`src/rtl/rbm_vote_classifier.sv`:
```
// Accumulates per-class RBM iteration outputs with saturation, then runs a
// sequential argmax scan and presents the winning class under valid/ready.
module rbm_vote_classifier #(
  parameter int unsigned out_dim          = 2,
  parameter int unsigned output_bitlength = 12,
  parameter int unsigned acc_bitlength    = 20,
  parameter int unsigned class_bitlength  = 1
) (
  input  logic                                  clock,
  input  logic                                  reset,
  input  logic                                  in_valid,
  output logic                                  in_ready,
  input  logic [out_dim*output_bitlength-1:0]   in_sample,
  input  logic                                  in_last,
  output logic                                  class_valid,
  input  logic                                  class_ready,
  output logic [class_bitlength-1:0]            class_id,
  output logic [acc_bitlength-1:0]              class_score,
  output logic                                  class_tie,
  output logic                                  sat_flag,
  output logic                                  busy
);

  localparam int unsigned SUM_W = acc_bitlength + 1;
  localparam logic [class_bitlength-1:0] LAST_IDX = class_bitlength'(out_dim - 1);

  typedef enum logic [1:0] {IDLE, ACCUM, DECIDE, HOLD} state_t;

  state_t                     state, state_next;
  logic [acc_bitlength-1:0]   acc     [out_dim];
  logic [acc_bitlength-1:0]   acc_new [out_dim];
  logic [SUM_W-1:0]           sum     [out_dim];
  logic                       clamp_any;
  logic                       accept;
  logic [acc_bitlength-1:0]   scan_score;
  logic [acc_bitlength-1:0]   best_score;
  logic [class_bitlength-1:0] best_idx;
  logic [class_bitlength-1:0] scan_idx;
  logic                       best_tie;

  assign accept = in_valid & in_ready;

  // Per-class load (first sample of a run) or saturating add
  always_comb begin
    clamp_any = 1'b0;
    for (int i = 0; i < int'(out_dim); i++) begin
      sum[i]     = {1'b0, acc[i]} + SUM_W'(in_sample[i*output_bitlength +: output_bitlength]);
      acc_new[i] = acc[i];
      if (state == IDLE) begin
        acc_new[i] = acc_bitlength'(in_sample[i*output_bitlength +: output_bitlength]);
      end else if (sum[i][acc_bitlength]) begin
        acc_new[i] = '1;
        clamp_any  = 1'b1;
      end else begin
        acc_new[i] = sum[i][acc_bitlength-1:0];
      end
    end
  end

  // Score of the class currently being scanned
  always_comb begin
    scan_score = '0;
    for (int i = 0; i < int'(out_dim); i++) begin
      if (class_bitlength'(i) == scan_idx) scan_score = acc[i];
    end
  end

  always_ff @(posedge clock or negedge reset) begin
    if (!reset) state <= IDLE;
    else        state <= state_next;
  end

  always_comb begin
    state_next = state;
    case (state)
      IDLE, ACCUM: if (accept) state_next = in_last ? DECIDE : ACCUM;
      DECIDE:      if (scan_idx == LAST_IDX) state_next = HOLD;
      HOLD:        if (class_valid && class_ready) state_next = IDLE;
      default:     state_next = IDLE;
    endcase
  end

  // Datapath, scan registers and registered outputs
  always_ff @(posedge clock or negedge reset) begin
    if (!reset) begin
      for (int i = 0; i < int'(out_dim); i++) acc[i] <= '0;
      in_ready    <= 1'b1;
      busy        <= 1'b0;
      sat_flag    <= 1'b0;
      best_score  <= '0;
      best_idx    <= '0;
      best_tie    <= 1'b0;
      scan_idx    <= '0;
      class_valid <= 1'b0;
      class_id    <= '0;
      class_score <= '0;
      class_tie   <= 1'b0;
    end else begin
      in_ready <= (state_next == IDLE) || (state_next == ACCUM);
      busy     <= (state_next != IDLE);
      case (state)
        IDLE, ACCUM: begin
          if (accept) begin
            for (int i = 0; i < int'(out_dim); i++) acc[i] <= acc_new[i];
            if (state == IDLE)  sat_flag <= 1'b0;
            else if (clamp_any) sat_flag <= 1'b1;
            if (in_last) begin
              best_score <= acc_new[0];
              best_idx   <= '0;
              best_tie   <= 1'b0;
              scan_idx   <= class_bitlength'(1);
            end
          end
        end
        DECIDE: begin
          // Strict > keeps the lowest index on ties
          if (scan_score > best_score) begin
            best_score <= scan_score;
            best_idx   <= scan_idx;
            best_tie   <= 1'b0;
          end else if (scan_score == best_score) begin
            best_tie <= 1'b1;
          end
          scan_idx <= scan_idx + class_bitlength'(1);
        end
        HOLD: begin
          if (!class_valid) begin
            class_valid <= 1'b1;
            class_id    <= best_idx;
            class_score <= best_score;
            class_tie   <= best_tie;
          end else if (class_ready) begin
            class_valid <= 1'b0;
          end
        end
        default: ;
      endcase
    end
  end

endmodule

```
`config.mk`:
```
export PLATFORM = sky130hd
export DESIGN_NAME = rbm_vote_classifier
export DESIGN_NICKNAME = d
export VERILOG_FILES = /design/src/rtl/rbm_vote_classifier.sv
export SDC_FILE = /design/constraint.sdc
export NUM_CORES = 1
export LEC_CHECK = 0
export CORE_ASPECT_RATIO = 0.9
export CORE_MARGIN = 5
export CORE_UTILIZATION = 35
export DETAILED_ROUTE_END_ITERATION = 6
export PLACE_DENSITY = 0.54
export SYNTH_ARGS = -nofsm -noshare
export SYNTH_HDL_FRONTEND = slang
export SYNTH_SLANG_ARGS = --single-unit
```
`constraint.sdc`:
```
create_clock -name clock -period 3.4 [get_ports clock]
set_input_delay 1.02 -clock clock [delete_from_list [all_inputs] [get_ports clock]]
set_output_delay 1.02 -clock clock [all_outputs]
set_load 0.01 [all_outputs]
```
==> impl_metrics.ini <==
[worst_setup_path]
cp_num_buf_inv = 4
slowest_delay_ns = 0.50
cpLargestDelayFamily = compound AO/OA/AOI/OAI gates
crit_required_ns = 3.65
path_cells = clkdlybuf4s50_1 -> ha_1 -> inv_1 -> fa_2 -> nor2b_4 -> o31ai_4 -> a211oi_2 -> buf_4 -> o211a_1 -> buf_4 -> a211oi_1 -> o41ai_2
r2r_cells = 13
timing.critical_path.fanout_max = 5
r2r_slack_ns = 0.17
crit_top_cell = buf_4
cp-start-kind = input pin
r2r_start = scan_idx
setup.worst_path.start = in_sample[0]
worstSetupPathType = in -> reg
arrival_ns = 3.53
crit_cells = 12
cpMaxStageDelayCell = clkdlybuf4s50_1
crit_path_end_kind = flip-flop

[routing]
topRoutingLayerUsed = met4
first_pass_iters = 5
vias = 5796
antenna_left = 0
wl_per_cell_um = 18.0
drtIter0Drc = 434
met1Wirelength_um = 9610
route.met2.wl_um = 8670
drc = 0
wl_met3_um = 862
avgViaCountPerCell = 5.37
drt_wl_total_um = 19400

[timing]
layout_min_cycle_time_ns = 3.28
finalSetupTns_ns = 0
period_share = 0.965
layout_setup_ws_ns = 0.120
rsz0062_at_grt = no
finalHoldViolCount = 0
whs_ns = 0.479
fmax_ghz = 0.305
slew_headroom = 0.236
worst_pin_slew_ns = 1.15
fin_skew_ns = 0.00517
setup_viol = 0
slew_violations = 0

[power]
p_seq_frac = 0.254
leakagePower_uw = 0.00355
vdd.ir_drop.worst_mv = 0.282
p_int_uw = 4140
power_frac_comb = 0.602
power_density_nw_per_um2 = 927
power_switching_uw = 3260
switching_share = 0.441
clkPwrFrac = 0.144
total_power_uw = 7410

[clock_tree]
cts_root_buf = clkbuf_16
clockBufferDepth = 2
cts_tree = built
cts_sinks = 91
clkSlewWorstSetupHoldPaths_ns = 0.07
cts_max_level = 3
cts_made_buffers = 9
insertion_delay_ns = 0.36
hold_buffers = 0

[floorplanning]
design.core.area_um2 = 17600
fp.dieArea_um2 = 20500
die_w_um = 150
ios = 55
start_util = 0.354
rows = 46
dieHeight_um = 136

[global_route]
grt_pass1_wl_um = 31200
grt.total_usage = 0.196
grt_max_degree = 46
antenna_found_initial = 0
grt_overflow = 0
grt_pass1_vias = 5748

[logic_synthesis]
synth.most_common_cell = dfrtp_1
synth_top_area_frac = 0.362
synth.distinct_cells = 72
synth-async-reset-ratio = 1.00
yosysSeqAreaShare = 0.366
syn_avg_cell_area_um2 = 8.76
synth_edf_count = 0
yosysWarnings = 0
synth_top_area_cell = dfrtp_1
synth-seq-cells = 91
syn_area_um2 = 6220
synth_cells = 710
ys.flop_type = dfrtp_1
yosys-top-cells-area = dfrtp_1 (36%), ha_1 (8.9%), o21ai_0 (5.6%)
synth_common_cells = dfrtp_1 (90), nand2_1 (79), o21ai_0 (70)
synth_fp_nets = 785

[worst_hold_path]
min_path_cells = 2
hp-start = class_score[7]
hold_class = reg -> reg

[final_layout]
multi_input_area_um2 = 3690
fin_nets = 910
nFillCells = 1698
seq_area_um2 = 2280
antenna_cells = 0
synthToLayoutAreaGrowth_pct = 28.4
drive_above_1_share = 0.200

[place]
dp_hpwl_um = 14900
port_buffers = 54
globalplace.congestion = 0.925
dp_slack_ns = -0.480

[outcome]
outcome = finished clean

[run]
cap_violations = 0
## what timing repair did
action                     4_1_cts  5_1_grt
buffers inserted                 0        1
pin swaps                        0        2
hold endpoints to repair         0        0
setup endpoints to repair       14       37
gates resized for setup          1       11
## kinds of logic after synthesis
kind of cell	synth area share
multiplexers	0.0453
AND/OR/NAND/NOR	0.167
AO/OA/AOI/OAI	0.258
flip-flops	0.366
buffers and inverters	0.0469
XOR/XNOR	0.0211
adder cells (fa/ha/maj)	0.0950
## through the flow
step	std cells	util	cell area, um^2
after global placement	1063	0.435	7630
after detailed placement	1063	0.435	7630
after global routing	1080	0.455	7990
final	1080	0.455	7990
after CTS	1079	0.452	7940
after floorplan	710	-	6220
## sequential cells by signal, summed over array words and instances, names as in the netlist
| signal | count |
|---|---|
| class_valid | 1 |
| sat_flag | 1 |
| in_ready | 1 |
| class_score | 20 |
| acc | 40 |
| best_idx | 1 |
| best_tie | 1 |
| class_id | 1 |
| class_tie | 1 |
| best_score | 20 |
| state | 2 |
| scan_idx | 1 |
| busy | 1 |
## placed cells by master (no fill, tap or decap), types with 9 or more instances in the layout
cell / n
buf_4: 91
dfrtp_1: 90
nand2_1: 78
o21ai_0: 69
a21oi_1: 57
clkdlybuf4s50_1: 53
nor2_1: 50
ha_1: 44
inv_1: 34
mux2_2: 21
or3_1: 17
o21ai_1: 13
nor3_1: 13
nand3_1: 12
a21o_1: 10
a22oi_1: 10
o21a_1: 9
xor2_1: 9
o31ai_1: 9
clkbuf_16: 9
## routing by layer
| layer | GRT usage | vias up |
|---|---|---|
| li1 | - | 2841 |
| met1 | 0.285 | 2800 |
| met2 | 0.300 | 138 |
| met3 | 0.0330 | 17 |
| met4 | 0.0518 | 0 |
| met5 | 0 | - |
## path summary, 6_finish.rpt
path / endpoint
max: best_score[10]
min: class_score[7]
max reg2reg: best_score[18]
min reg2reg: class_score[7]
max in group asynchronous: class_score[14]
min in group asynchronous: class_score[0]
## cell type report
cell class | instances | share of cell area
Multi-Input combinational cell | 551 | 0.463
Sequential cell | 91 | 0.285
Timing Repair Buffer | 147 | 0.160
Tap cell | 240 | 0.0376
Clock buffer | 13 | 0.0326
Inverter | 35 | 0.0165
Clock inverter | 3 | 0.00580
## worst reg2reg max path, cell delays in order (launching register included)
cell and delay [ns]:
dfrtp_1 0.40, buf_12 0.16, buf_4 0.21, nand2_1 0.09, o21ai_0 0.16, ha_1 0.38
nand4_2 0.12, or3_4 0.43, a211o_1 0.28, a21oi_2 0.15, or2_1 0.31, buf_4 0.25
nor2_1 0.08, a41oi_2 0.14
## power by group through the flow
stage | Sequential, uW | Combinational, uW | Clock, uW
after floorplan | 1840 | 2670 | 0
after global placement | 1900 | 4280 | 0
after detailed placement | 1910 | 4370 | 0
after CTS | 1890 | 4410 | 1090
after global routing | 1950 | 4940 | 1120
final | 1880 | 4460 | 1060
Power figures use the tool's default switching activity.
